<file path="src/rtl/si_tag_lane_serializer.sv">
// si_tag_lane_serializer
// Drains the kept lanes of a multi-lane tag beat onto a single-tag AXI-Stream
// output, one tag per cycle in ascending lane order. The converter is held off
// while a beat is draining.
//
// Ports:
//   clk, rst_n       clock, asynchronous active-low reset
//   s_axis_tvalid    input beat valid
//   s_axis_tready    input beat accepted (combinational from state and m_axis_tready)
//   s_axis_tagtime   NUMBER_OF_WORDS x TIME_WIDTH lane tag times, lane 0 in the LSBs
//   s_axis_channel   NUMBER_OF_WORDS x 6 signed lane channels, lane 0 in the LSBs
//   s_axis_tkeep     per-lane valid mask
//   m_axis_tvalid    output tag valid
//   m_axis_tready    downstream ready
//   m_axis_tagtime   tag time of the current tag
//   m_axis_channel   channel of the current tag
//   m_axis_tlane     source lane of the current tag
//   m_axis_tlast     current tag is the last kept lane of its beat
//   tag_count        output handshake counter, wraps modulo 2^32
module si_tag_lane_serializer #(
    parameter int unsigned NUMBER_OF_WORDS = 4,
    parameter int unsigned LANE_WIDTH      = (NUMBER_OF_WORDS > 1) ? $clog2(NUMBER_OF_WORDS) : 1,
    parameter int unsigned TIME_WIDTH      = 64
) (
    input  logic                                  clk,
    input  logic                                  rst_n,
    input  logic                                  s_axis_tvalid,
    output logic                                  s_axis_tready,
    input  logic [NUMBER_OF_WORDS*TIME_WIDTH-1:0] s_axis_tagtime,
    input  logic [NUMBER_OF_WORDS*6-1:0]          s_axis_channel,
    input  logic [NUMBER_OF_WORDS-1:0]            s_axis_tkeep,
    output logic                                  m_axis_tvalid,
    input  logic                                  m_axis_tready,
    output logic [TIME_WIDTH-1:0]                 m_axis_tagtime,
    output logic signed [5:0]                     m_axis_channel,
    output logic [LANE_WIDTH-1:0]                 m_axis_tlane,
    output logic                                  m_axis_tlast,
    output logic [31:0]                           tag_count
);

    localparam int unsigned N  = NUMBER_OF_WORDS;
    localparam int unsigned CW = 6;

    typedef enum logic {
        EMPTY = 1'b0,
        DRAIN = 1'b1
    } state_t;

    state_t                  state;
    state_t                  state_nxt;
    logic [N-1:0]            pend;
    logic [N-1:0]            pend_nxt;
    logic [N*TIME_WIDTH-1:0] hold_time;
    logic [N*CW-1:0]         hold_chan;

    logic                    in_hs;
    logic                    out_hs;
    logic                    single;
    logic [LANE_WIDTH-1:0]   lane_nxt;
    logic [TIME_WIDTH-1:0]   time_nxt;
    logic [CW-1:0]           chan_nxt;
    logic                    last_nxt;

    // Index of the lowest set bit; zero for an empty mask.
    function automatic logic [LANE_WIDTH-1:0] lowest_lane(input logic [N-1:0] mask);
        lowest_lane = '0;
        for (int i = int'(N) - 1; i >= 0; i--) begin
            if (mask[i]) begin
                lowest_lane = LANE_WIDTH'(i);
            end
        end
    endfunction

    // Exactly one bit set: clearing the lowest bit leaves nothing.
    function automatic logic one_hot(input logic [N-1:0] mask);
        one_hot = (mask != '0) && ((mask & (mask - N'(1))) == '0);
    endfunction

    // Handshakes and input back-pressure.
    always_comb begin
        single        = one_hot(pend);
        s_axis_tready = (state == EMPTY) || (single && m_axis_tready);
        in_hs         = s_axis_tvalid && s_axis_tready;
        out_hs        = m_axis_tvalid && m_axis_tready;
    end

    // Next pending mask and the tag that becomes current after the edge.
    // A load wins over the bit-clear: it only coincides with consuming the final bit.
    always_comb begin
        pend_nxt = pend;
        if (in_hs) begin
            pend_nxt = s_axis_tkeep;
        end else if (out_hs) begin
            pend_nxt = pend & (pend - N'(1));
        end

        state_nxt = (pend_nxt != '0) ? DRAIN : EMPTY;
        lane_nxt  = lowest_lane(pend_nxt);
        last_nxt  = one_hot(pend_nxt);

        // Lane mux reads the incoming beat directly on a load so the first tag
        // appears the cycle after acceptance.
        time_nxt = '0;
        chan_nxt = '0;
        for (int i = 0; i < int'(N); i++) begin
            if (lane_nxt == LANE_WIDTH'(i)) begin
                if (in_hs) begin
                    time_nxt = s_axis_tagtime[i*TIME_WIDTH +: TIME_WIDTH];
                    chan_nxt = s_axis_channel[i*CW +: CW];
                end else begin
                    time_nxt = hold_time[i*TIME_WIDTH +: TIME_WIDTH];
                    chan_nxt = hold_chan[i*CW +: CW];
                end
            end
        end
    end

    // State, holding register, counter and registered output stage.
    always_ff @(posedge clk or negedge rst_n) begin
        if (!rst_n) begin
            state          <= EMPTY;
            pend           <= '0;
            hold_time      <= '0;
            hold_chan      <= '0;
            tag_count      <= '0;
            m_axis_tvalid  <= 1'b0;
            m_axis_tlast   <= 1'b0;
            m_axis_tagtime <= '0;
            m_axis_channel <= '0;
            m_axis_tlane   <= '0;
        end else begin
            state         <= state_nxt;
            pend          <= pend_nxt;
            m_axis_tvalid <= (pend_nxt != '0);
            m_axis_tlast  <= last_nxt;
            if (in_hs) begin
                hold_time <= s_axis_tagtime;
                hold_chan <= s_axis_channel;
            end
            if (out_hs) begin
                tag_count <= tag_count + 32'd1;
            end
            // Data fields only move when a tag is presented; idle and empty
            // beats leave them untouched.
            if (pend_nxt != '0) begin
                m_axis_tagtime <= time_nxt;
                m_axis_channel <= chan_nxt;
                m_axis_tlane   <= lane_nxt;
            end
        end
    end

endmodule

</file>
<file path="config.mk">
export PLATFORM = sky130hd
export DESIGN_NAME = si_tag_lane_serializer
export DESIGN_NICKNAME = d
export VERILOG_FILES = /design/src/rtl/si_tag_lane_serializer.sv
export SDC_FILE = /design/constraint.sdc
export NUM_CORES = 1
export LEC_CHECK = 0
export ABC_CLOCK_PERIOD_IN_PS = 5300
export CORE_MARGIN = 2
export CORE_UTILIZATION = 56
export DETAILED_ROUTE_END_ITERATION = 16
export DONT_BUFFER_PORTS = 1
export PLACE_DENSITY = 0.71
export SLEW_MARGIN = 20
export SYNTH_ARGS = -nofsm -noshare
export SYNTH_HDL_FRONTEND = slang
export SYNTH_SLANG_ARGS = --single-unit
</file>
<file path="constraint.sdc">
create_clock -name clk -period 5.3 [get_ports clk]
set_input_delay 0.795 -clock clk [delete_from_list [all_inputs] [get_ports clk]]
set_output_delay 0.795 -clock clk [all_outputs]
set_load 0.02 [all_outputs]
</file>
==> out/metrics.cfg, run 1 <==
[run_status]
run_status=finished with violations
violations=negative hold slack, max-slew violations

[detailed_routing]
drt_pass_1_iters=7
avgViaCountPerCell=6.24
drcViolationCount=0
post_drt_wl_per_cell_um=22.3
number_of_nets_with_antenna_violations_after_detailed_routing=0
vias=16300
detail_route.iter0.violations=1549
routed_wirelength_um=58300

[synth]
count_of_flip_flops_with_a_built_in_enable_after_synthesis=0
sequential_fraction_of_the_synthesis_area_pct=50.1
main_combinational_cell_family_by_area_after_synthesis=simple AND/OR/NAND/NOR gates
synth.most_common_cell=sky130_fd_sc_hd__nand2_1
synth.avg_cell_area_um2=8.70
post_synth_num_cell_types=61
synth_area_leaders=sky130_fd_sc_hd__dfrtp_1 50%, sky130_fd_sc_hd__nand2_1 14%, sky130_fd_sc_hd__mux2_2 3.6%, sky130_fd_sc_hd__nor3_1 3.1%, sky130_fd_sc_hd__o22a_1 2.9%
synthSimpleGateAreaFrac_pct=23.2
post_synth_inst_count=2241
yosys.area_share.adder_pct=0.116
postSynthNetCount=2530
ys_warn_count=0
yosysTopAreaCellShare_pct=50.1
synth_top_cell_by_area=sky130_fd_sc_hd__dfrtp_1
ys_ff_latch=390
postSynth.asyncResetShare_pct=100
synth-compound-area-share_pct=16.6
yosys-top-cells-count=732 x sky130_fd_sc_hd__nand2_1, 390 x sky130_fd_sc_hd__dfrtp_1, 122 x sky130_fd_sc_hd__nor2_1
dominantRegCellSynth=sky130_fd_sc_hd__dfrtp_1
xor_xnor_cell_area_share_of_the_yosys_netlist_pct=1.62
synthMuxAreaShare_pct=3.74
post_synthesis_cell_area_um2=19500

[power_and_ir_drop]
leakagePower_nw=9.57
power_mw=15.4
power_density_nw_per_um2=734
vdd_drop_max_mv=0.440

[setup_path]
reg2reg_slack_ns=1.21
endpoint=m_axis_tagtime[50]
worst_setup_path_start_kind=flip-flop
path_class=reg2reg
rr_endpoint=m_axis_tagtime[50]
timing.reg2reg.worst_path_depth=9
critical_path_maximum_fanout=52
data_arrival_at_the_endpoint_of_the_critical_path_ns=4.55
launching_element_of_the_worst_setup_path=pend[0]
end_kind=flip-flop
worst-endpoint-required_ns=5.75
timing.rr.start=pend[0]

[final_layout]
finalCoreUtilization_pct=60.9
post_layout_nonfiller_instances=2618
post_route_cells_drive_above_1_share_pct=7.70
layout.cell_area.non_filler_um2=20900
nNetsFinal=2414
area_growth_syn_to_layout_pct=7.43

[floorplan]
dieWidth_um=191
core_um2=34400
rows=68
floorplan.initialDensity_pct=56.7
floorplan.die.height_um=191
floorplan.io_pins=395
floorplan.die_area_um2=36300

[clock_network]
resized_cells_post_cts=0
cts-buffers-inserted=42
cts_max_path_bufs=3
cts.clk_slew.worst_paths_ns=0.06
cts.sinks=390
library_cell_used_as_clock_root_buffer=sky130_fd_sc_hd__clkbuf_16
cts.repair_timing.setup_buffer_count=0
worst_skew_pair.late_latency_ns=0.57
clock_tree.htree_level_count=2
cts_tree=yes

[flow_run]
maxCapViolCount=0

[timing]
finalCritPeriodShare_pct=77.3
slew-limit-headroom_pct=-9.46
finalHoldWorstSlack_ns=-0.0666
finalCriticalPeriod_ns=4.09
final_hold_viol_count=23
maxClockFrequency_mhz=244
setup-tns-final_ns=0
rsz0062_at_grt=false
slew_violations=136
timing.final.setup_violations=0
slew_at_the_pin_with_the_worst_max_slew_slack_ns=1.64
timing.final.ws_setup_ns=1.21
clock-skew-final_ns=0.0119

[global_routing]
global_route.overflow_total=0
maximum_number_of_pins_on_one_net_before_global_route_repair=391
antenna_found_initial=10
track_usage_pct=31.9
global_route_wire_length_before_repair_um=90600
number_of_global_route_vias_before_repair=16100

[place]
port_buffers=0
dpl-instance-area_um2=19500
dp.final_hpwl_um=36000
place.detailed.instances=2536
preCtsSetupSlack_ns=1.30
globalplace.congestion=0.882

[min_path]
hp-class=in2async

==> power by group <==
part | internal [mW] | total (mW) | switching [mW] | leakage [nW]
Clock | 1.80 | 2.99 | 1.20 | 0.685
Combinational | 2.53 | 6.77 | 4.24 | 4.11
Sequential | 4.42 | 5.62 | 1.20 | 4.78
==> placed cells by master, fill, tap and decap left out, drive strengths merged, types with 6 or more instances in the layout <==
cell type / n
o22a: 64
nor2: 122
a32o: 6
o22ai: 13
o221ai: 50
a2bb2oi: 6
o21ai: 124
o211ai: 10
nand2b: 60
a31oi: 17
diode: 8
a21oi: 70
buf: 19
dfrtp: 390
a221o: 14
xnor2: 28
nor3: 121
a211oi: 7
clkbuf: 69
xor2: 8
nand4: 6
nand3: 16
a22oi: 7
nand2: 732
o31ai: 58
mux2: 63
and3: 18
inv: 16
a222oi: 7
==> flip-flops by register name, summed over array words and instances (netlist names) <==
register / flops
hold_chan: 24
hold_time: 256
m_axis_channel: 6
m_axis_tagtime: 64
m_axis_tlane: 2
m_axis_tlast: 1
m_axis_tvalid: 1
pend: 4
tag_count: 32
==> critical path, stage by stage, from the launching register on <==
cell and delay (ns):
sky130_fd_sc_hd__dfrtp_1 0.58, sky130_fd_sc_hd__nor4b_2 0.58, sky130_fd_sc_hd__o21a_2 0.27, sky130_fd_sc_hd__a21oi_4 0.16
sky130_fd_sc_hd__inv_2 0.07, sky130_fd_sc_hd__buf_4 0.61, sky130_fd_sc_hd__nand2_2 0.79, sky130_fd_sc_hd__buf_4 0.47
sky130_fd_sc_hd__o22a_1 0.19, sky130_fd_sc_hd__a32o_1 0.24
==> kinds of logic (layout without fill, tap and decap cells) <==
| kind of cell | after synthesis | count (layout) |
|---|---|---|
| compound gates | 464 | 464 |
| xor+xnor | 36 | 36 |
| fa+ha+maj | 2 | 2 |
| buf+inv | 196 | 110 |
| flops | 390 | 390 |
| mux | 65 | 65 |
| other cells | 0 | 8 |
| simple gates | 1088 | 1088 |
==> cell type report <==
cell class	instances	area (um^2)
diodes	8	20.0
clock buffers	69	1330
clock inverters	5	77.6
fillers	2940	13400
inverters	17	63.8
multi-input cells	1655	8910
flip-flops and latches	390	9760
well taps	455	569
repair buffers	19	218
==> layer usage <==
metal  vias up  wire, um  GRT usage [%]
met3       135      6290           9.31
met5         -        14              0
li1       7463         -              -
met2       771     27000           51.0
met1      7961     22600           39.9
met4         2      2410           14.9
==> worst min-delay path by stage <==
stage,slack [ns],from,endpoint,cells past startpoint
4_1_cts,-0.09,rst_n,hold_time[90],0
3_3_place_gp,0.44,hold_time[127],hold_time[127],2
3_5_place_dp,0.45,hold_time[127],hold_time[127],2
6_report,-0.07,rst_n,hold_time[90],0
2_1_floorplan,0.43,hold_chan[7],hold_chan[7],2
5_1_grt,-0.09,rst_n,hold_time[90],0
No activity file was read; power rests on OpenSTA's default activity.
==> run 2: changes to the inputs <==
--- a/config.mk
+++ b/config.mk
@@ -5,12 +5,12 @@
 export SDC_FILE = /design/constraint.sdc
 export NUM_CORES = 1
 export LEC_CHECK = 0
-export ABC_CLOCK_PERIOD_IN_PS = 5300
+export ABC_CLOCK_PERIOD_IN_PS = 3600
 export CORE_MARGIN = 2
 export CORE_UTILIZATION = 56
 export DETAILED_ROUTE_END_ITERATION = 16
 export DONT_BUFFER_PORTS = 1
-export PLACE_DENSITY = 0.71
+export PLACE_DENSITY = 0.74
 export SLEW_MARGIN = 20
 export SYNTH_ARGS = -nofsm -noshare
 export SYNTH_HDL_FRONTEND = slang
==> constraint.sdc (replaced) <==
create_clock -name clk -period 3.6 [get_ports clk]
set_input_delay 0.54 -clock clk [delete_from_list [all_inputs] [get_ports clk]]
set_output_delay 0.54 -clock clk [all_outputs]
set_load 0.02 [all_outputs]
==> run 2 against run 1 <==
  * The run ends with negative hold slack left
  * Flip-flop and latch count unchanged
  * Global-route usage grew 0.95 points
  * Via count rose by 1.9%
  * Routed wire length rose by 2.7%
  * Count of clock-buffer cells in the layout fell by 3
  * Die area unchanged
  * Worst setup slack lost 0.85 ns
  * Combinational power up 52%
  * Sequential share of layout area fell by 0.67 points
==> out/metrics.cfg, run 2 (synthesis gave the netlist of run 1 again) <==
[detailed_routing]
vias=16600  ; +1.9%
drt_pass_1_iters=5  ; -2
drcViolationCount=0  ; unchanged
number_of_nets_with_antenna_violations_after_detailed_routing=0  ; unchanged
detail_route.iter0.violations=1332  ; -14%
post_drt_wl_per_cell_um=22.7  ; +1.9%
avgViaCountPerCell=6.31  ; +1.1%
routed_wirelength_um=59900  ; +2.7%

[power_and_ir_drop]
leakagePower_nw=9.75  ; +1.9%
vdd_drop_max_mv=0.836  ; +90%
power_density_nw_per_um2=1090  ; +48%
power_mw=23.1  ; +50%

[global_routing]
globalRouteMet2Util_pct=52.4  ; +1.4 points
grt_util_met1_pct=40.7  ; +0.76 points
maximum_number_of_pins_on_one_net_before_global_route_repair=391  ; unchanged
antenna_found_initial=10  ; unchanged
grt_use_met3_pct=10.3  ; +0.94 points
number_of_global_route_vias_before_repair=16600  ; +3.2%
global_route.overflow_total=0  ; unchanged
track_usage_pct=32.8  ; +0.95 points
top_usage_layer=met2
global_route_wire_length_before_repair_um=93100  ; +2.8%

[place]
port_buffers=0  ; unchanged
dp.final_hpwl_um=37000  ; +2.8%
place.detailed.instances=2558  ; +0.87%
dpl-instance-area_um2=19800  ; +1.4%
globalplace.congestion=0.842  ; -4.5%
preCtsSetupSlack_ns=0.445  ; -0.851 ns

[setup_path]
launching_element_of_the_worst_setup_path=pend[0]
critical_path_maximum_fanout=17  ; -67%
critical-path-max-stage-delay_ns=0.71  ; -0.08 ns
path_class=reg2reg
endpoint=m_axis_tagtime[33]
timing.critical_path.slowest_stage_cell=sky130_fd_sc_hd__mux2i_4
timing.rr.start=pend[0]
reg2reg_slack_ns=0.36  ; -0.85 ns
critical_path_cell_count=8  ; -1
worst-endpoint-required_ns=4.03  ; -1.72 ns
worst-path-buf-inv=1  ; -2
worst_setup_path_start_kind=flip-flop
timing.reg2reg.worst_path_depth=8  ; -1
ordered_cell_list_for_the_critical_path=xor2_1 -> a41oi_1 -> and3_4 -> mux2i_4 -> buf_4 -> o31ai_1 -> o221ai_1 -> o21ai_1
end_kind=flip-flop
critical_path.top_delay_family=multiplexers
rr_endpoint=m_axis_tagtime[33]
data_arrival_at_the_endpoint_of_the_critical_path_ns=3.67  ; -0.88 ns

[final_layout]
register_ranked_first_by_flip_flop_count=hold_time
mostFrequentLayoutCell=sky130_fd_sc_hd__nand2_1
post_layout_nonfiller_instances=2638  ; +0.76%
largest_registers=hold_time (256), m_axis_tagtime (64), tag_count (32)
mostFrequentLayoutCells=729 x sky130_fd_sc_hd__nand2_1, 390 x sky130_fd_sc_hd__dfrtp_1, 122 x sky130_fd_sc_hd__nor2_1, 121 x sky130_fd_sc_hd__nor3_1, 72 x sky130_fd_sc_hd__o21ai_0
nNetsFinal=2437  ; +0.95%
number_of_fillers_in_the_final_layout=2913  ; -0.92%
post_route_cells_drive_above_1_share_pct=8.96  ; +1.3 points
layout.cell_area.non_filler_um2=21200  ; +1.5%
area_growth_syn_to_layout_pct=8.99
largest_reg_flops=256  ; unchanged

[clock_network]
resized_cells_post_cts=0  ; unchanged
cts.repair_timing.setup_buffer_count=0  ; unchanged
clock_tree.htree_level_count=2  ; unchanged
cts_tree=yes
worst_skew_pair.late_latency_ns=0.57  ; about the same
library_cell_used_as_clock_root_buffer=sky130_fd_sc_hd__clkbuf_16
cts.clk_slew.worst_paths_ns=0.06  ; about the same
cts_max_path_bufs=3  ; unchanged
cts.sinks=390  ; unchanged
cts-buffers-inserted=43  ; +2.4%

[run_status]
run_status=finished with violations
violations=negative hold slack

[floorplan]
core_um2=34400  ; unchanged
floorplan.initialDensity_pct=56.7  ; unchanged
floorplan.io_pins=395  ; unchanged
floorplan.die.height_um=191  ; unchanged
rows=68  ; unchanged
floorplan.die_area_um2=36300  ; unchanged
dieWidth_um=191  ; unchanged

[flow_run]
maxCapViolCount=0  ; unchanged

[timing]
slew_at_the_pin_with_the_worst_max_slew_slack_ns=1.13  ; -0.510 ns
slew_violations=0  ; -100%
timing.final.setup_violations=0  ; unchanged
finalHoldWorstSlack_ns=-0.319  ; -0.252 ns
clock-skew-final_ns=0.0151  ; +0.00328 ns
slew-limit-headroom_pct=24.5  ; +34 points
finalCritPeriodShare_pct=90.1  ; +13 points
maxClockFrequency_mhz=308  ; +26%
timing.final.ws_setup_ns=0.358  ; -0.848 ns
setup-tns-final_ns=0  ; unchanged
finalCriticalPeriod_ns=3.24  ; -0.852 ns
final_hold_viol_count=390  ; +1600%
rsz0062_at_grt=false

[min_path]
hp-class=in2async

## run 2: worst register-to-register path: cells and delay by family (launching register included)
family                 cells  cell delay [ns]
AO/OA/AOI/OAI              4             0.70
XOR/XNOR                   1             0.18
buffers and inverters      1             0.36
flip-flops                 1             0.70
multiplexers               1             0.71
AND/OR/NAND/NOR            1             0.46
## run 2: per-stage QoR
stage,hold slack (ns),util [%]
after global routing,-0.338,61.8
final,-0.319,61.8
after CTS,-0.337,61.8
after floorplan,0.244,-
after global placement,0.254,57.6
after detailed placement,0.252,57.6
## run 2: metal layers
| layer | up-vias | wire (um) |
|---|---|---|
| met5 | - | 44 |
| met1 | 8144 | 22800 |
| met2 | 809 | 27900 |
| met4 | 6 | 2500 |
| li1 | 7506 | - |
| met3 | 181 | 6630 |
## run 2: final cells by class
type | count | area, um^2 | area share (%)
tap | 455 | 569 | 2.68
inverter | 17 | 63.8 | 0.300
clock buffer | 66 | 1360 | 6.38
timing repair buffer | 41 | 483 | 2.27
antenna | 6 | 15.0 | 0.0707
multi-input combinational | 1655 | 8910 | 41.9
clock inverter | 8 | 93.8 | 0.442
sequential | 390 | 9760 | 45.9
## run 2: power breakdown
group	internal (mW)	switching (mW)	total [mW]
Clock	2.72	1.79	4.51
Sequential	6.51	1.77	8.28
Combinational	3.97	6.38	10.3
## run 2: worst min-delay path by stage
stage	cells after the start	from	to	slack [ns]
after floorplan	0	rst_n	hold_chan[0]	0.24
after global placement	0	rst_n	m_axis_tagtime[30]	0.25
after detailed placement	0	rst_n	m_axis_tagtime[30]	0.25
after CTS	0	rst_n	m_axis_tagtime[30]	-0.34
after global routing	0	rst_n	hold_time[94]	-0.34
final	0	rst_n	m_axis_tagtime[30]	-0.32
==> run 3: changes to the inputs <==
--- a/config.mk
+++ b/config.mk
@@ -7,10 +7,10 @@
 export LEC_CHECK = 0
 export ABC_CLOCK_PERIOD_IN_PS = 3600
 export CORE_MARGIN = 2
-export CORE_UTILIZATION = 56
+export CORE_UTILIZATION = 58
 export DETAILED_ROUTE_END_ITERATION = 16
 export DONT_BUFFER_PORTS = 1
-export PLACE_DENSITY = 0.74
+export PLACE_DENSITY = 0.76
 export SLEW_MARGIN = 20
 export SYNTH_ARGS = -nofsm -noshare
 export SYNTH_HDL_FRONTEND = slang
==> run 3 against run 2 <==
  * The flow finishes with violations (negative hold slack, max-slew violations)
  * Clock skew is 0.011 ns higher
  * Non-clock buffer count is 2 lower
  * Count of clock-buffer cells in the layout is 1 lower
  * Register-to-register slack better by 0.08 ns
  * Power is 2.2% lower
  * Die area is 3.4% lower
  * Clock power is 8.9% lower
  * Highest routed layer unchanged
==> out/metrics.cfg, run 3 (synthesis gave the netlist of run 1 again) <==
[timing]
final_hold_viol_count=208  ; -47%
slew-limit-headroom_pct=-24.5  ; -49 points
slew_at_the_pin_with_the_worst_max_slew_slack_ns=1.87  ; +0.735 ns
slew_violations=176  ; +176
timing.final.setup_violations=0  ; unchanged
rsz0062_at_grt=false
finalCriticalPeriod_ns=3.16  ; -0.0792 ns
maxClockFrequency_mhz=316  ; +2.5%
setup-tns-final_ns=0  ; unchanged
clock-skew-final_ns=0.0260  ; +0.0108 ns
finalCritPeriodShare_pct=87.9  ; -2.2 points
finalHoldWorstSlack_ns=-0.324  ; -0.00579 ns

[setup_path]
critical_path_maximum_fanout=56  ; +39
timing.critical_path.slowest_stage_cell=sky130_fd_sc_hd__buf_4
crit_top_cell=sky130_fd_sc_hd__nand2_1
critical-path-max-stage-delay_ns=0.66  ; -0.05 ns
end_kind=flip-flop
data_arrival_at_the_endpoint_of_the_critical_path_ns=3.65  ; -0.02 ns
worst_setup_path_start_kind=flip-flop
worst-endpoint-required_ns=4.08  ; +0.05 ns
path_class=reg2reg
ordered_cell_list_for_the_critical_path=nor4b_2 -> nand2_1 -> and3_4 -> buf_12 -> o31ai_4 -> buf_4 -> nand2_1 -> o21ai_1

[power_and_ir_drop]
leakagePower_nw=9.64  ; -1.1%
p_int_mw=12.8  ; -3.0%
power_density_nw_per_um2=1070  ; -1.3%
comb_power_share_pct=45.3  ; +0.6 points
vdd_drop_max_mv=0.639  ; -24%
power.switching_mw=9.82  ; -1.2%
switching_share_pct=43.4  ; +0.44 points
power_mw=22.6  ; -2.2%
power.sequential.fraction_pct=36.5  ; +0.7 points
clk_network_pwr_share_pct=18.2  ; -1.3 points

[floorplan]
core_um2=33300  ; -3.2%
floorplan.initialDensity_pct=58.6  ; +1.9 points
dieWidth_um=187  ; -1.7%
floorplan.die.height_um=187  ; -1.7%
rows=67  ; -1.5%
floorplan.io_pins=395  ; unchanged
floorplan.die_area_um2=35100  ; -3.4%

[detailed_routing]
vias=16500  ; -0.88%
routed_wirelength_um=57900  ; -3.3%
number_of_nets_with_antenna_violations_after_detailed_routing=0  ; unchanged
detail_route.iter0.violations=1222  ; -8.3%
avgViaCountPerCell=6.27  ; -0.58%
drcViolationCount=0  ; unchanged
post_drt_wl_per_cell_um=22.0  ; -3.0%
drt_pass_1_iters=5  ; unchanged

[final_layout]
multi_input_area_um2=8910  ; unchanged
post_route_cells_drive_above_1_share_pct=8.42  ; -0.54 points
area_growth_syn_to_layout_pct=7.98
mostFrequentLayoutCell=sky130_fd_sc_hd__nand2_1
register_ranked_first_by_flip_flop_count=hold_time
mostFrequentLayoutCells=729 x sky130_fd_sc_hd__nand2_1, 390 x sky130_fd_sc_hd__dfrtp_1, 122 x sky130_fd_sc_hd__nor2_1, 121 x sky130_fd_sc_hd__nor3_1, 72 x sky130_fd_sc_hd__o21ai_0
ff_latch_area_um2=9760  ; unchanged
nNetsFinal=2435  ; -0.082%
finalCoreUtilization_pct=63.3  ; +1.4 points
largest_registers=hold_time (256), m_axis_tagtime (64), tag_count (32)
largest_reg_flops=256  ; unchanged
number_of_fillers_in_the_final_layout=2737  ; -6.0%

[clock_network]
resized_cells_post_cts=0  ; unchanged
cts.sinks=390  ; unchanged
worst_skew_pair.late_latency_ns=0.58  ; about the same
library_cell_used_as_clock_root_buffer=sky130_fd_sc_hd__clkbuf_16
cts-buffers-inserted=43  ; unchanged
cts.clk_slew.worst_paths_ns=0.06  ; about the same
cts.repair_timing.setup_buffer_count=0  ; unchanged
clock_tree.htree_level_count=2  ; unchanged
cts_tree=yes
cts_max_path_bufs=3  ; unchanged

[flow_run]
maxCapViolCount=0  ; unchanged

[global_routing]
global_route_wire_length_before_repair_um=90900  ; -2.4%
number_of_global_route_vias_before_repair=16200  ; -2.4%
antenna_found_initial=9  ; -1
track_usage_pct=32.8  ; -0.079 points
maximum_number_of_pins_on_one_net_before_global_route_repair=391  ; unchanged
global_route.overflow_total=0  ; unchanged

[place]
port_buffers=0  ; unchanged
dp.final_hpwl_um=36500  ; -1.2%
globalplace.congestion=0.868  ; +3.1%

[min_path]
hp-class=in2async

[run_status]
violations=negative hold slack, max-slew violations
run_status=finished with violations

[run 3: per-layer routing]
| layer | GRT usage [%] | wire, um | vias up |
|---|---|---|---|
| li1 | - | - | 7506 |
| met5 | 0 | 13 | - |
| met2 | 51.7 | 26800 | 828 |
| met4 | 14.5 | 2460 | 2 |
| met1 | 41.2 | 21900 | 8002 |
| met3 | 10.9 | 6750 | 161 |
[run 3: final timing paths]
kind                                     start            endpoint  slack, ns  cells after the start
hold reg to reg                 hold_time[116]      hold_time[116]       0.46                      2
hold / removal                           rst_n  m_axis_tagtime[26]      -0.32                      0
max in group asynchronous                rst_n       tag_count[31]       2.43                      0
min in group clk           s_axis_tagtime[249]      hold_time[249]       0.07                      2
setup reg to reg                       pend[2]   m_axis_channel[2]       0.44                      8
setup / recovery                       pend[2]   m_axis_channel[2]       0.44                      8
[run 3: worst max-delay path: cells and delay by family (launching register included)]
kind	cells	cell delay (ns)
buffers and inverters	2	0.85
AND/OR/NAND/NOR	4	1.19
flip-flops	1	0.56
AO/OA/AOI/OAI	2	0.38
[run 3: per-stage QoR]
stage | hold WS [ns] | std cells | cell area (um^2) | setup WS, ns
after floorplan | 0.244 | 2241 | 19500 | 0.965
after global placement | 0.260 | 2549 | 19700 | 0.639
after detailed placement | 0.258 | 2549 | 19700 | 0.506
after CTS | -0.342 | 2622 | 21000 | 0.509
after global routing | -0.343 | 2628 | 21000 | 0.315
final | -0.324 | 2630 | 21100 | 0.437
[run 3: cell type report]
class / count / area share (%)
Timing Repair Buffer: 39 / 2.16
Clock inverter: 8 / 0.256
Clock buffer: 65 / 5.84
Antenna cell: 8 / 0.0951
Inverter: 17 / 0.303
Tap cell: 448 / 2.66
Sequential cell: 390 / 46.4
Multi-Input combinational cell: 1655 / 42.3
[run 3: power groups by stage]
stage / combinational [mW] / clock, mW / sequential (mW)
after floorplan: 7.94 / 0 / 7.84
after global placement: 9.79 / 0 / 8.22
after detailed placement: 10.2 / 0 / 8.32
after CTS: 10.2 / 4.17 / 8.26
after global routing: 11.4 / 4.35 / 8.47
final: 10.2 / 4.11 / 8.27
